## src/rtl/jt89_stereo.sv

```systemverilog
// SN76489-class PSG: three square-wave tones plus one LFSR noise channel, with signed per-channel taps.
// Define JT89_GG_STEREO_EN to build the Game Gear stereo pan register; otherwise left = right = full mix.
module jt89_stereo #(
    parameter int          DIV      = 16,
    parameter int          LFSR_W   = 16,
    parameter logic [15:0] LFSR_TAP = 16'h0009
) (
    input  logic               clk,
    input  logic               rst,
    input  logic               cen,
    input  logic               wr_n,
    input  logic [7:0]         din,
    input  logic               gg_wr_n,
    output logic signed [9:0]  ch0,
    output logic signed [9:0]  ch1,
    output logic signed [9:0]  ch2,
    output logic signed [9:0]  noise,
    output logic signed [11:0] left,
    output logic signed [11:0] right
);
    localparam int                PW   = (DIV > 2) ? $clog2(DIV) : 1;
    localparam logic [PW-1:0]     PMAX = PW'(DIV - 1);
    localparam logic [LFSR_W-1:0] SEED = {1'b1, {(LFSR_W-1){1'b0}}};
    localparam logic [LFSR_W-1:0] TAPS = LFSR_TAP[LFSR_W-1:0];

    logic                r_wrPrev;
    logic [PW-1:0]       r_presc;
    logic [2:0]          r_latch;
    logic [2:0]          r_ctrl;
    logic [9:0]          r_tone [3];
    logic [9:0]          r_cnt [3];
    logic [3:0]          r_vol [4];
    logic [2:0]          r_bit;
    logic [5:0]          r_ncnt;
    logic                r_nclk;
    logic [LFSR_W-1:0]   r_lfsr;
    logic signed [9:0]   r_ch [4];
    logic signed [11:0]  r_left;
    logic signed [11:0]  r_right;

    logic                w_wr;
    logic                w_tick;
    logic                w_nRise;
    logic                w_fb;
    logic [2:0]          w_reg;
    logic [2:0]          w_bitNext;
    logic [5:0]          w_nReload;
    logic [LFSR_W-1:0]   w_lfsrShift;
    logic [3:0]          w_chBit;
    logic [7:0]          w_pan;
    logic signed [11:0]  w_leftSum;
    logic signed [11:0]  w_rightSum;

    function automatic logic signed [9:0] ampOf(input logic [3:0] v);
        case (v)
            4'd0:    return 10'sd511;
            4'd1:    return 10'sd406;
            4'd2:    return 10'sd322;
            4'd3:    return 10'sd256;
            4'd4:    return 10'sd203;
            4'd5:    return 10'sd161;
            4'd6:    return 10'sd128;
            4'd7:    return 10'sd102;
            4'd8:    return 10'sd81;
            4'd9:    return 10'sd64;
            4'd10:   return 10'sd51;
            4'd11:   return 10'sd40;
            4'd12:   return 10'sd32;
            4'd13:   return 10'sd26;
            4'd14:   return 10'sd20;
            default: return 10'sd0;
        endcase
    endfunction

    // A data byte reuses the register chosen by the last latch byte.
    assign w_wr    = ~wr_n & r_wrPrev;
    assign w_tick  = cen && (r_presc == PMAX);
    assign w_reg   = din[7] ? din[6:4] : r_latch;
    assign w_chBit = {r_lfsr[0], r_bit};

    always_comb begin
        w_bitNext = r_bit;
        for (int i = 0; i < 3; i++) begin
            if (r_tone[i] <= 10'd1)
                w_bitNext[i] = 1'b1;
            else if (r_cnt[i] == 10'd0)
                w_bitNext[i] = ~r_bit[i];
        end
    end

    // Noise clock rises either on the internal divider or on tone 2's output; LFSR steps on that rise.
    always_comb begin
        case (r_ctrl[1:0])
            2'd0:    w_nReload = 6'd15;
            2'd1:    w_nReload = 6'd31;
            default: w_nReload = 6'd63;
        endcase
        if (r_ctrl[1:0] == 2'd3)
            w_nRise = w_tick & ~r_bit[2] & w_bitNext[2];
        else
            w_nRise = w_tick & (r_ncnt == 6'd0) & ~r_nclk;
        w_fb        = r_ctrl[2] ? ^(r_lfsr & TAPS) : r_lfsr[0];
        w_lfsrShift = {w_fb, r_lfsr[LFSR_W-1:1]};
        if (w_lfsrShift == '0)
            w_lfsrShift = SEED;
    end

    always_ff @(posedge clk or posedge rst) begin
        if (rst) begin
            r_presc <= '0;
            r_bit   <= 3'b111;
            r_ncnt  <= 6'd0;
            r_nclk  <= 1'b0;
            for (int i = 0; i < 3; i++) r_cnt[i] <= 10'd0;
        end else begin
            if (cen)
                r_presc <= w_tick ? '0 : r_presc + 1'b1;
            if (w_tick) begin
                r_bit <= w_bitNext;
                for (int i = 0; i < 3; i++)
                    r_cnt[i] <= (r_cnt[i] == 10'd0) ? r_tone[i] - 10'd1 : r_cnt[i] - 10'd1;
                if (r_ncnt == 6'd0) begin
                    r_ncnt <= w_nReload;
                    r_nclk <= ~r_nclk;
                end else begin
                    r_ncnt <= r_ncnt - 6'd1;
                end
            end
        end
    end

    always_ff @(posedge clk or posedge rst) begin
        if (rst) begin
            r_wrPrev <= 1'b1;
            r_latch  <= 3'd0;
            r_ctrl   <= 3'd0;
            r_lfsr   <= SEED;
            for (int i = 0; i < 3; i++) r_tone[i] <= 10'd0;
            for (int i = 0; i < 4; i++) r_vol[i] <= 4'hF;
        end else begin
            r_wrPrev <= wr_n;
            if (w_wr) begin
                if (din[7])
                    r_latch <= din[6:4];
                case (w_reg)
                    3'd0, 3'd2, 3'd4: begin
                        if (din[7]) r_tone[w_reg[2:1]][3:0] <= din[3:0];
                        else        r_tone[w_reg[2:1]][9:4] <= din[5:0];
                    end
                    3'd6:    r_ctrl <= din[2:0];
                    default: r_vol[w_reg[2:1]] <= din[3:0];
                endcase
            end
            // A noise-control write reseeds and wins over a shift in the same cycle.
            if (w_wr && (w_reg == 3'd6))
                r_lfsr <= SEED;
            else if (w_nRise)
                r_lfsr <= w_lfsrShift;
        end
    end

`ifdef JT89_GG_STEREO_EN
    logic       r_ggPrev;
    logic [7:0] r_stereo;

    always_ff @(posedge clk or posedge rst) begin
        if (rst) begin
            r_ggPrev <= 1'b1;
            r_stereo <= 8'hFF;
        end else begin
            r_ggPrev <= gg_wr_n;
            if (~gg_wr_n & r_ggPrev)
                r_stereo <= din;
        end
    end
    assign w_pan = r_stereo;
`else
    logic w_unusedGg;
    assign w_unusedGg = gg_wr_n;
    assign w_pan      = 8'hFF;
`endif

    always_comb begin
        w_leftSum  = '0;
        w_rightSum = '0;
        for (int i = 0; i < 4; i++) begin
            if (w_pan[i+4]) w_leftSum  = w_leftSum  + {{2{r_ch[i][9]}}, r_ch[i]};
            if (w_pan[i])   w_rightSum = w_rightSum + {{2{r_ch[i][9]}}, r_ch[i]};
        end
    end

    always_ff @(posedge clk or posedge rst) begin
        if (rst) begin
            for (int i = 0; i < 4; i++) r_ch[i] <= 10'sd0;
            r_left  <= 12'sd0;
            r_right <= 12'sd0;
        end else begin
            for (int i = 0; i < 4; i++)
                r_ch[i] <= w_chBit[i] ? ampOf(r_vol[i]) : -ampOf(r_vol[i]);
            r_left  <= w_leftSum;
            r_right <= w_rightSum;
        end
    end

    assign ch0   = r_ch[0];
    assign ch1   = r_ch[1];
    assign ch2   = r_ch[2];
    assign noise = r_ch[3];
    assign left  = r_left;
    assign right = r_right;
endmodule
```

## config.mk

```make
export PLATFORM = sky130hd
export DESIGN_NAME = jt89_stereo
export DESIGN_NICKNAME = d
export VERILOG_FILES = /design/src/rtl/jt89_stereo.sv
export SDC_FILE = /design/constraint.sdc
export NUM_CORES = 1
export LEC_CHECK = 0
export BUFFER_PORTS_ARGS = -buffer_cell sky130_fd_sc_hd__clkbuf_2
export CORE_MARGIN = 8
export CORE_UTILIZATION = 30
export CTS_CLUSTER_SIZE = 14
export DETAILED_ROUTE_END_ITERATION = 16
export GPL_ROUTABILITY_DRIVEN = 1
export PLACE_DENSITY = 0.45
export SLEW_MARGIN = 20
export SYNTH_ARGS = -nofsm -noshare
export SYNTH_HDL_FRONTEND = slang
export SYNTH_SLANG_ARGS = --single-unit
```

## constraint.sdc

```tcl
create_clock -name clk -period 5.43 [get_ports clk]
set_clock_uncertainty 0.15 [all_clocks]
set_input_delay 0.543 -clock clk [delete_from_list [all_inputs] [get_ports clk]]
set_output_delay 0.543 -clock clk [all_outputs]
set_load 0.01 [all_outputs]
```

==> reports/qor.csv <==
metric,value,unit
hold_class,input port to flop,
worstPathCellList,inv_1 > fa_1 > fa_1 > inv_1 > ha_1 > a21oi_1 > o211ai_1 > or4_1 > a2111o_1 > o311ai_0,
drt_iter0_drc,334,
rr_startpoint,ch0[2],
synth_edf_count,0,
synth_top_area_share,0.364,
hold_end,r_wrPrev,
synth_top_family_by_area,simple AND/OR/NAND/NOR gates,
synth_compound_area_frac,0.131,
worst_pin_slew,851,ps
synth_area_leader_cell,dfrtp_1,
critical_path.max_stage_delay,580,ps
maxCapViolations,0,
postCtsSetupRepairBufs,0,
ant_nets,0,
port_buffers,75,
synth_area_per_cell,9.94,um^2
cp-startpoint,ch0[2],
htreeDepth,4,
cp.required,5600,ps
synth_area,0.00989,mm^2
grt_setup_unrepaired,false,
finalCritPeriodShare,0.627,
worstSetupPathType,flop to flop,
cts_tree,yes,
slowest_stage,fa_1,
grt_pass1_vias,7027,
antennaDiodeCount,0,
cts_hold_buf,0,
layout_min_cycle_time,3410,ps
reg2reg_to,right[10],
cts.sinks,165,
core_area,0.0325,mm^2
slew_headroom,0.432,
ys_types,69,
min_path_cells,1,
crit_path_end_kind,flop,
ios,77,
num_rows,66,
final_cell_mix,"144 x dfrtp_1, 102 x inv_1, 75 x clkbuf_2, 73 x nor2_1, 60 x mux2_2",
critPathArrivalTime,3570,ps
synth_seq_cells,165,
synthCells,995,
gp_congestion,0.791,
finalSetupViolCount,0,
antenna_found_initial,1,
clk_pin_slew,70,ps
critPathTopFamily,adder cells,
layout_commonest_cell,dfrtp_1,
fp.dieW,198,um
avgRoutedWirePerCell,16.0,um
synthSimpleGateAreaFrac,0.141,
clk_latency,440,ps
synth_nets,1072,
start_util,0.304,
ys_seq_area_frac,0.420,
drc,0,
dr_wl_met2,10.9,mm
crit_buf_inv,2,
r2r_setup_slack,2020,ps
wl_met3,854,um
via_count,7203,
grt_max_degree,88,
yosys-top-cells-area,"dfrtp_1 36%, mux2_2 6.8%, dfstp_2 5.6%",
numCtsBuffers,17,
synth_warnings,0,
dieHeight,198,um
slew_viol_final,0,
grt_pass1_wl,39.0,mm
setup_tns,0,ps
synthMuxAreaShare,0.0916,
synth_ff_type,dfrtp_1,
overflow,0,
outcome,completed,
hpwl,17.6,mm
async_flop_share,1.00,
area_delta_synth_final,13.3,%
drive_gt1_frac,0.201,
fin_nets,1121,
grt_usage,0.126,
holdCritStartpoint,wr_n,
via_per_inst,4.81,
synth-xor-area-share,0.0558,
totalWireLength,24.1,mm
drt_first_pass_iters,4,
final_hold_viol_count,0,
dieArea,0.0390,mm^2
clockBufferDepth,2,
top_layer,met5,
ctsResizeCount,0,
cp_max_fo,2,
routedLengthMet1,12.1,mm
synth_fa_ha_area_frac,0.0969,
clock.fmax,0.294,GHz
crit_path_start_kind,flop,
rr_worst_depth,10,
cts-root-buf,clkbuf_16,
==> cell families (layout without fill, tap and decap cells) <==
group	count (synthesis)	in the layout
AOI/OAI and AO/OA	197	197
xor gates and xnor gates	63	63
adders and majority gates	64	64
buffers and inverters	154	216
DFF	165	165
muxes	78	78
and+or+nand+nor	274	274
==> Yosys cell counts, drive strengths merged (15+ instances only) <==
| cell | instances |
|---|---|
| dfstp | 21 |
| nand3 | 21 |
| mux2 | 60 |
| nor2b | 19 |
| a22o | 15 |
| inv | 103 |
| nor3 | 35 |
| xor2 | 29 |
| xnor2 | 34 |
| clkbuf | 30 |
| a21oi | 55 |
| buf | 21 |
| fa | 21 |
| o21ai | 48 |
| nand2 | 58 |
| nor2 | 73 |
| dfrtp | 144 |
| ha | 43 |
==> flip-flops by register name, summed over array words and instances, names as in the netlist <==
signal / count
ch0: 10
ch1: 10
ch2: 10
noise: 10
r_bit: 3
r_cnt: 30
r_ctrl: 3
r_latch: 3
r_lfsr: 16
r_nclk: 1
r_ncnt: 6
r_presc: 4
r_tone: 30
r_vol: 16
r_wrPrev: 1
right: 12
==> area by class of cell <==
type / instances / area, um^2
fill: 3395 / 21300
multi-input combinational: 676 / 5110
sequential: 165 / 4160
tap: 442 / 553
timing repair buffer: 81 / 433
clock buffer: 18 / 429
inverter: 103 / 392
clock inverter: 14 / 143
==> through the flow <==
step            util  cell area, um^2  cells  hold slack (ps)  setup slack (ps)
2_1_floorplan      -             9890    995              296               310
3_3_place_gp   0.327            10600   1467              315              2040
3_5_place_dp   0.327            10600   1467              319              2030
4_1_cts        0.345            11200   1499             41.7              2020
5_1_grt        0.345            11200   1499             50.8              1850
6_report       0.345            11200   1499             67.3              2020
==> worst max path at each step <==
stage / to / slack, ps / cells after the start
detailed placement: right[10] / 2030 / 10
global route: right[10] / 1850 / 10
CTS: right[10] / 2020 / 10
global placement: right[10] / 2040 / 10
floorplan: ch0[0] / 310 / 1
finish: right[10] / 2020 / 10
==> layer usage <==
| layer | global-route usage | vias up |
|---|---|---|
| met5 | 0 | - |
| met2 | 0.199 | 102 |
| li1 | - | 3559 |
| met1 | 0.172 | 3520 |
| met4 | 0.0337 | 2 |
| met3 | 0.0261 | 20 |
Power is left out: the tool's default activity adds up to more than one toggle a clock period on the data nets, which glitch-free logic cannot reach.
